[src/rtl/iterative_alu_if.sv]
// ---------------------------------------------------------------------------
// iterative_alu_if
//
// Request/response bundle between the datapath control and iterative_alu.
//
// Signals
//   start         request strobe; only sampled by the ALU while it is idle
//   ALUOperation  4-bit operation code from the ALU control decoder
//   A             operand A (rs)
//   B             operand B (rt / immediate); source operand for shifts
//   shamt         shift amount (instruction[10:6])
//   busy          high whenever the ALU is not idle
//   done          one-cycle pulse marking a fresh ALUResult
//   ALUResult     registered result, held until the next completion
//   Zero          registered flag, (ALUResult == 0)
//
// Modports
//   master  datapath side: drives the request, observes the response
//   slave   ALU side: observes the request, drives the response
// ---------------------------------------------------------------------------
interface iterative_alu_if #(
    parameter int unsigned DATA_WIDTH  = 32,
    parameter int unsigned SHAMT_WIDTH = 5
);
    logic                   start;
    logic [3:0]             ALUOperation;
    logic [DATA_WIDTH-1:0]  A;
    logic [DATA_WIDTH-1:0]  B;
    logic [SHAMT_WIDTH-1:0] shamt;
    logic                   busy;
    logic                   done;
    logic [DATA_WIDTH-1:0]  ALUResult;
    logic                   Zero;

    modport master (
        output start,
        output ALUOperation,
        output A,
        output B,
        output shamt,
        input  busy,
        input  done,
        input  ALUResult,
        input  Zero
    );

    modport slave (
        input  start,
        input  ALUOperation,
        input  A,
        input  B,
        input  shamt,
        output busy,
        output done,
        output ALUResult,
        output Zero
    );
endinterface

[src/rtl/iterative_alu.sv]
// ---------------------------------------------------------------------------
// iterative_alu
//
// Multi-cycle ALU fed by the ALU control decoder. Logical and add/sub
// operations finish in one cycle; SLL/SRL are executed bit-serially, one
// bit position per cycle, so no barrel shifter is needed. The caller issues
// a request with start and stalls on busy until done pulses.
//
// Parameters
//   DATA_WIDTH   operand and result width
//   SHAMT_WIDTH  shift-amount width; must equal log2(DATA_WIDTH)
//
// Ports
//   clk    system clock, rising edge
//   reset  asynchronous, active-low reset; aborts any operation in flight
//   bus    iterative_alu_if slave modport (request in, result out)
//
// Operation codes
//   0000 AND   0001 OR   0010 NOR   0011 ADD   0100 SUB
//   1111 SLL (B << shamt)   1110 SRL (B >> shamt, zero fill)
//   anything else yields 0
//
// Latency (start sampled at the end of cycle 0)
//   single-cycle ops, or a shift by 0 : done in cycle 1
//   shift by s > 0                    : done in cycle s+1, busy cycles 1..s+1
// ---------------------------------------------------------------------------
module iterative_alu #(
    parameter int unsigned DATA_WIDTH  = 32,
    parameter int unsigned SHAMT_WIDTH = 5
) (
    input  logic         clk,
    input  logic         reset,
    iterative_alu_if.slave bus
);

    localparam logic [3:0] OpAnd = 4'b0000;
    localparam logic [3:0] OpOr  = 4'b0001;
    localparam logic [3:0] OpNor = 4'b0010;
    localparam logic [3:0] OpAdd = 4'b0011;
    localparam logic [3:0] OpSub = 4'b0100;
    localparam logic [3:0] OpSrl = 4'b1110;
    localparam logic [3:0] OpSll = 4'b1111;

    typedef enum logic [1:0] {
        StIdle  = 2'd0,
        StShift = 2'd1,
        StDone  = 2'd2
    } state_t;

    state_t                 state_q;
    logic                   busy_q;
    logic                   done_q;
    logic [DATA_WIDTH-1:0]  result_q;
    logic                   zero_q;

    // Shift engine: latched direction, partially shifted operand, bits left.
    logic                   shift_left_q;
    logic [DATA_WIDTH-1:0]  work_q;
    logic [SHAMT_WIDTH-1:0] cnt_q;

    // Single-cycle result, straight from the request inputs. For shift codes
    // this is only used when shamt is zero, where the answer is B itself.
    logic [DATA_WIDTH-1:0]  quick_result;
    logic                   is_shift;
    logic [DATA_WIDTH-1:0]  work_next;

    always_comb begin
        quick_result = '0;
        case (bus.ALUOperation)
            OpAnd:   quick_result = bus.A & bus.B;
            OpOr:    quick_result = bus.A | bus.B;
            OpNor:   quick_result = ~(bus.A | bus.B);
            OpAdd:   quick_result = bus.A + bus.B;
            OpSub:   quick_result = bus.A - bus.B;
            OpSll:   quick_result = bus.B;
            OpSrl:   quick_result = bus.B;
            default: quick_result = '0;
        endcase
    end

    assign is_shift = (bus.ALUOperation == OpSll) || (bus.ALUOperation == OpSrl);

    always_comb begin
        work_next = shift_left_q ? {work_q[DATA_WIDTH-2:0], 1'b0}
                                 : {1'b0, work_q[DATA_WIDTH-1:1]};
    end

    always_ff @(posedge clk or negedge reset) begin
        if (!reset) begin
            state_q      <= StIdle;
            busy_q       <= 1'b0;
            done_q       <= 1'b0;
            result_q     <= '0;
            zero_q       <= 1'b1;
            shift_left_q <= 1'b0;
            work_q       <= '0;
            cnt_q        <= '0;
        end else begin
            case (state_q)
                StIdle: begin
                    if (bus.start) begin
                        busy_q <= 1'b1;
                        if (is_shift && (bus.shamt != '0)) begin
                            // Capture everything the shift needs; later input
                            // changes must not disturb the operation.
                            shift_left_q <= (bus.ALUOperation == OpSll);
                            work_q       <= bus.B;
                            cnt_q        <= bus.shamt;
                            state_q      <= StShift;
                        end else begin
                            result_q <= quick_result;
                            zero_q   <= (quick_result == '0);
                            done_q   <= 1'b1;
                            state_q  <= StDone;
                        end
                    end
                end

                StShift: begin
                    work_q <= work_next;
                    cnt_q  <= cnt_q - SHAMT_WIDTH'(1);
                    if (cnt_q == SHAMT_WIDTH'(1)) begin
                        result_q <= work_next;
                        zero_q   <= (work_next == '0);
                        done_q   <= 1'b1;
                        state_q  <= StDone;
                    end
                end

                StDone: begin
                    // start is deliberately ignored here; no request queuing.
                    done_q  <= 1'b0;
                    busy_q  <= 1'b0;
                    state_q <= StIdle;
                end

                default: begin
                    done_q  <= 1'b0;
                    busy_q  <= 1'b0;
                    state_q <= StIdle;
                end
            endcase
        end
    end

    assign bus.busy      = busy_q;
    assign bus.done      = done_q;
    assign bus.ALUResult = result_q;
    assign bus.Zero      = zero_q;

    // done only ever appears while busy, and never on two cycles in a row.
    a_done_busy : assert property (@(posedge clk) disable iff (!reset)
        done_q |-> busy_q);
    a_done_pulse : assert property (@(posedge clk) disable iff (!reset)
        done_q |=> !done_q);

endmodule

[src/flat_wrapper.sv]
// flat-port wrapper written by rule: the top's interface ports become plain ports
module iterative_alu_flat 
#(
    parameter int unsigned DATA_WIDTH  = 32,
    parameter int unsigned SHAMT_WIDTH = 5
)
  (clk, reset, bus_start, bus_ALUOperation, bus_A, bus_B, bus_shamt, bus_busy, bus_done, bus_ALUResult, bus_Zero);
  iterative_alu_if #(.DATA_WIDTH(DATA_WIDTH), .SHAMT_WIDTH(SHAMT_WIDTH)) bus_i ();
  input  logic clk;
  input  logic reset;
  input wire logic [$bits(bus_i.start)-1:0] bus_start;
  input wire logic [$bits(bus_i.ALUOperation)-1:0] bus_ALUOperation;
  input wire logic [$bits(bus_i.A)-1:0] bus_A;
  input wire logic [$bits(bus_i.B)-1:0] bus_B;
  input wire logic [$bits(bus_i.shamt)-1:0] bus_shamt;
  output wire logic [$bits(bus_i.busy)-1:0] bus_busy;
  output wire logic [$bits(bus_i.done)-1:0] bus_done;
  output wire logic [$bits(bus_i.ALUResult)-1:0] bus_ALUResult;
  output wire logic [$bits(bus_i.Zero)-1:0] bus_Zero;
  assign bus_i.start = bus_start;
  assign bus_i.ALUOperation = bus_ALUOperation;
  assign bus_i.A = bus_A;
  assign bus_i.B = bus_B;
  assign bus_i.shamt = bus_shamt;
  assign bus_busy = bus_i.busy;
  assign bus_done = bus_i.done;
  assign bus_ALUResult = bus_i.ALUResult;
  assign bus_Zero = bus_i.Zero;
  iterative_alu #(.DATA_WIDTH(DATA_WIDTH), .SHAMT_WIDTH(SHAMT_WIDTH)) u_core (.clk(clk), .reset(reset), .bus(bus_i));
endmodule
[config.mk]
export PLATFORM = sky130hd
export DESIGN_NAME = iterative_alu_flat
export DESIGN_NICKNAME = d
export VERILOG_FILES = /design/src/rtl/iterative_alu_if.sv /design/src/rtl/iterative_alu.sv /design/src/flat_wrapper.sv
export SDC_FILE = /design/constraint.sdc
export NUM_CORES = 1
export LEC_CHECK = 0
export ABC_CLOCK_PERIOD_IN_PS = 3200
export CAP_MARGIN = 20
export CORE_ASPECT_RATIO = 1.5
export CORE_MARGIN = 2
export CORE_UTILIZATION = 55
export CTS_CLUSTER_DIAMETER = 40
export DETAILED_ROUTE_END_ITERATION = 7
export PLACE_DENSITY = 0.81
export SYNTH_ARGS = -nofsm -noshare
export SYNTH_HDL_FRONTEND = slang
export SYNTH_SLANG_ARGS = --single-unit
export TNS_END_PERCENT = 5
[constraint.sdc]
create_clock -name clk -period 3.2 [get_ports clk]
set_clock_uncertainty 0.15 [all_clocks]
set_input_delay 0.64 -clock clk [delete_from_list [all_inputs] [get_ports clk]]
set_output_delay 0.64 -clock clk [all_outputs]
set_load 0.02 [all_outputs]
==> flow_metrics.tcl <==
set metrics [dict create \
    endpoint_kind "flop" \
    synth_cells 1012 \
    path_class "in2reg" \
    grt.busiest_layer "met2" \
    synthArstFlopShare_pct 100 \
    yosysTopAreaCell "dfrtp_1" \
    dominantRegCellSynth "dfrtp_1" \
    dr.pass1.iters 6 \
    grtUsageMet1_pct 50.9 \
    rows 52 \
    peakVddDrop_v 0.000427 \
    ys_ff_latch 75 \
    syn_area_per_cell_um2 7.57 \
    drt.antenna.violating_nets 0 \
    ys_types 77 \
    worstPathRequired_ns 3.32 \
    clk_root_buffer_cell "clkbuf_16" \
    worst_pin_slew_ns 1.05 \
    grt_overflow 0 \
    synth_common_cells "nand2_1 (148), dfrtp_1 (74), a21oi_1 (73)" \
    drt_iter0_drc 1028 \
    syn_nets 1125 \
    status "finished, violations left" \
    fmax_mhz 194 \
    synth.most_common_cell "nand2_1" \
    ys_warn_count 0 \
    drc 0 \
    yosys-top-cells-area "dfrtp_1 (24%), nand2_1 (7.2%), ha_1 (5.9%)" \
    cp_data_arrival_time_ns 5.28 \
    min_path_type "in2async" \
    fin_crit_sh_pct 161 \
    clockBufferDepth 2 \
    pre_cts_ws_ns -2.73 \
    die-area_um2 14900 \
    synth_edf_count 0 \
    gp_congestion 0.968 \
    cap_violations 0 \
    placed_area_um2 10700 \
    routed_wl_mm 31.4 \
    io_buffers 110 \
    fp.dieW_um 100 \
    r2r_slack_ns 0.12 \
    start_kind "input pin" \
    nets 1442 \
    whs_ns 0.283 \
    htreeDepth 3 \
    setup_violations 29 \
    cp_max_fo 4 \
    grt_pass1_vias 9428 \
    vias 9689 \
    yosysSeqAreaShare_pct 24.5 \
    drive_above_1_share_pct 28.9 \
    cts.clk_slew.worst_paths_ns 0.06 \
    rsz0062_at_grt "true" \
    core_um2 13500 \
    start_util_pct 56.6 \
    ioPinCount 111 \
    p_leak_nw 5.01 \
    hold_violations 0 \
    grt_max_degree 76 \
    die_h_um 149 \
    cts_made_buffers 9 \
    cts.sink_count 75 \
    antenna_found_initial 0 \
    slew_violations 0 \
    met3_usage_pct 5.26 \
    fin_util_pct 85.1 \
    grtUsageMet2_pct 69.0 \
    syn_area_um2 7660 \
    cts_tree "done" \
    min_period_ns 5.16 \
    design_area_um2 11500 \
    layout_setup_ws_ns -1.96 \
    avgViaCountPerCell 6.48 \
    violations "negative setup slack" \
    dp_hpwl_mm 22.7 \
    num_antenna_cells 0 \
    power.total_w 0.00561 \
    grt_pass1_wl_mm 48.1 \
    relSlewSlack_pct 29.3 \
    track_usage_pct 40.9 \
    wl_per_cell_um 21.0 \
    clk_latency_ns 0.34 \
    power_density_nw_per_um2 487 \
    synth_top_area_share_pct 24.2 \
    area_growth_pct 50.3 \
]
cell type report:
class / instances / area, um^2
Tap cell: 162 / 203
Clock inverter: 4 / 25.0
Clock buffer: 12 / 256
Multi-Input combinational cell: 836 / 5840
Sequential cell: 75 / 1880
Inverter: 20 / 75.1
Fill cell: 815 / 2020
Timing Repair Buffer: 387 / 3240
kinds of logic after synthesis:
logic type,Yosys count,synth area share [%]
and+or+nand+nor,358,22.1
buffers and inverters,101,5.16
muxes,27,3.56
AOI/OAI and AO/OA,339,29.5
xor gates and xnor gates,49,5.60
adders and majority gates,63,9.57
DFF,75,24.5
placed cells by master (no fill, tap or decap), types with 16 or more instances in the layout:
master | synthesis | layout
o21ai_1 | 2 | 21
dfrtp_1 | 74 | 74
maj3_1 | 24 | 24
nand3_1 | 17 | 16
xnor2_1 | 31 | 29
mux2i_1 | 25 | 25
o31ai_1 | 35 | 28
clkdlybuf4s50_1 | 0 | 99
xor2_1 | 18 | 18
nor2b_1 | 25 | 24
ha_1 | 36 | 35
a211oi_1 | 29 | 24
nand2_1 | 148 | 147
nor2_1 | 70 | 64
nor3_1 | 20 | 18
buf_4 | 0 | 267
a31oi_1 | 23 | 23
inv_1 | 20 | 18
o21ai_0 | 69 | 43
a21oi_1 | 73 | 60
registers in the layout, summed over array words and instances, names as in the netlist:
register and count:
u_core.state_q 2, u_core.bus.Zero 1, u_core.bus.busy 1, u_core.bus.ALUResult 32, u_core.bus.done 1, u_core.work_q 32, u_core.shift_left_q 1, u_core.cnt_q 5
worst paths after layout:
| kind | from | end | cells after the start |
|---|---|---|---|
| max in group asynchronous | reset | u_core.bus.ALUResult[28]$_DFFE_PN0P_ | 1 |
| worst min-delay path | reset | u_core.cnt_q[1]$_DFFE_PN0P_ | 1 |
| worst max-delay path | bus_B[5] | u_core.bus.Zero$_DFFE_PN1P_ | 24 |
| worst min register to register | u_core.bus.ALUResult[22]$_DFFE_PN0P_ | u_core.bus.ALUResult[22]$_DFFE_PN0P_ | 2 |
| worst max register to register | u_core.state_q[1]$_DFFE_PN0P_ | u_core.bus.Zero$_DFFE_PN1P_ | 9 |
| min in group clk | u_core.bus.ALUResult[22]$_DFFE_PN0P_ | u_core.bus.ALUResult[22]$_DFFE_PN0P_ | 2 |
stage by stage:
| step | instances | TNS, ns |
|---|---|---|
| detailed placement | 1464 | -58.97 |
| global route | 1496 | -35.08 |
| global placement | 1464 | -58.03 |
| finish | 1496 | -30.81 |
| floorplan | 1012 | -27.61 |
| CTS | 1490 | -28.04 |
timing repair:
action	4_1_cts	5_1_grt
resized for setup	101	34
buffers inserted	10	6
setup endpoints to repair	29	30
pin swaps	40	41
gates cloned	0	0
hold buffers	0	0
critical path, stage by stage:
cell	delay [ns]
buf_6	0.09
or3_4	0.37
or3b_4	0.40
nor2_4	0.12
nand3b_1	0.11
or2_4	0.27
buf_4	0.15
nor3_4	0.23
buf_4	0.15
buf_4	0.10
a21oi_1	0.07
xnor2_1	0.13
ha_1	0.36
buf_6	0.14
a21o_1	0.16
buf_4	0.15
o21a_1	0.21
buf_6	0.13
a21oi_2	0.13
xnor2_1	0.10
a222oi_1	0.34
nand2_1	0.10
or4_1	0.51
o21ai_1	0.13
layer usage:
metal | share of wire, % | vias to the layer above
met4 | 5.2 | 0
met1 | 37 | 4549
met3 | 9.3 | 138
li1 | - | 4374
met2 | 48 | 628
met5 | 0 | -
power by group:
group | internal (W) | switching [W] | total [W]
sequential | 0.00132 | 0.000393 | 0.00172
clock | 0.000564 | 0.000384 | 0.000949
combinational | 0.00138 | 0.00157 | 0.00295
total | 0.00327 | 0.00234 | 0.00561
(Power assumes the default switching activity.)
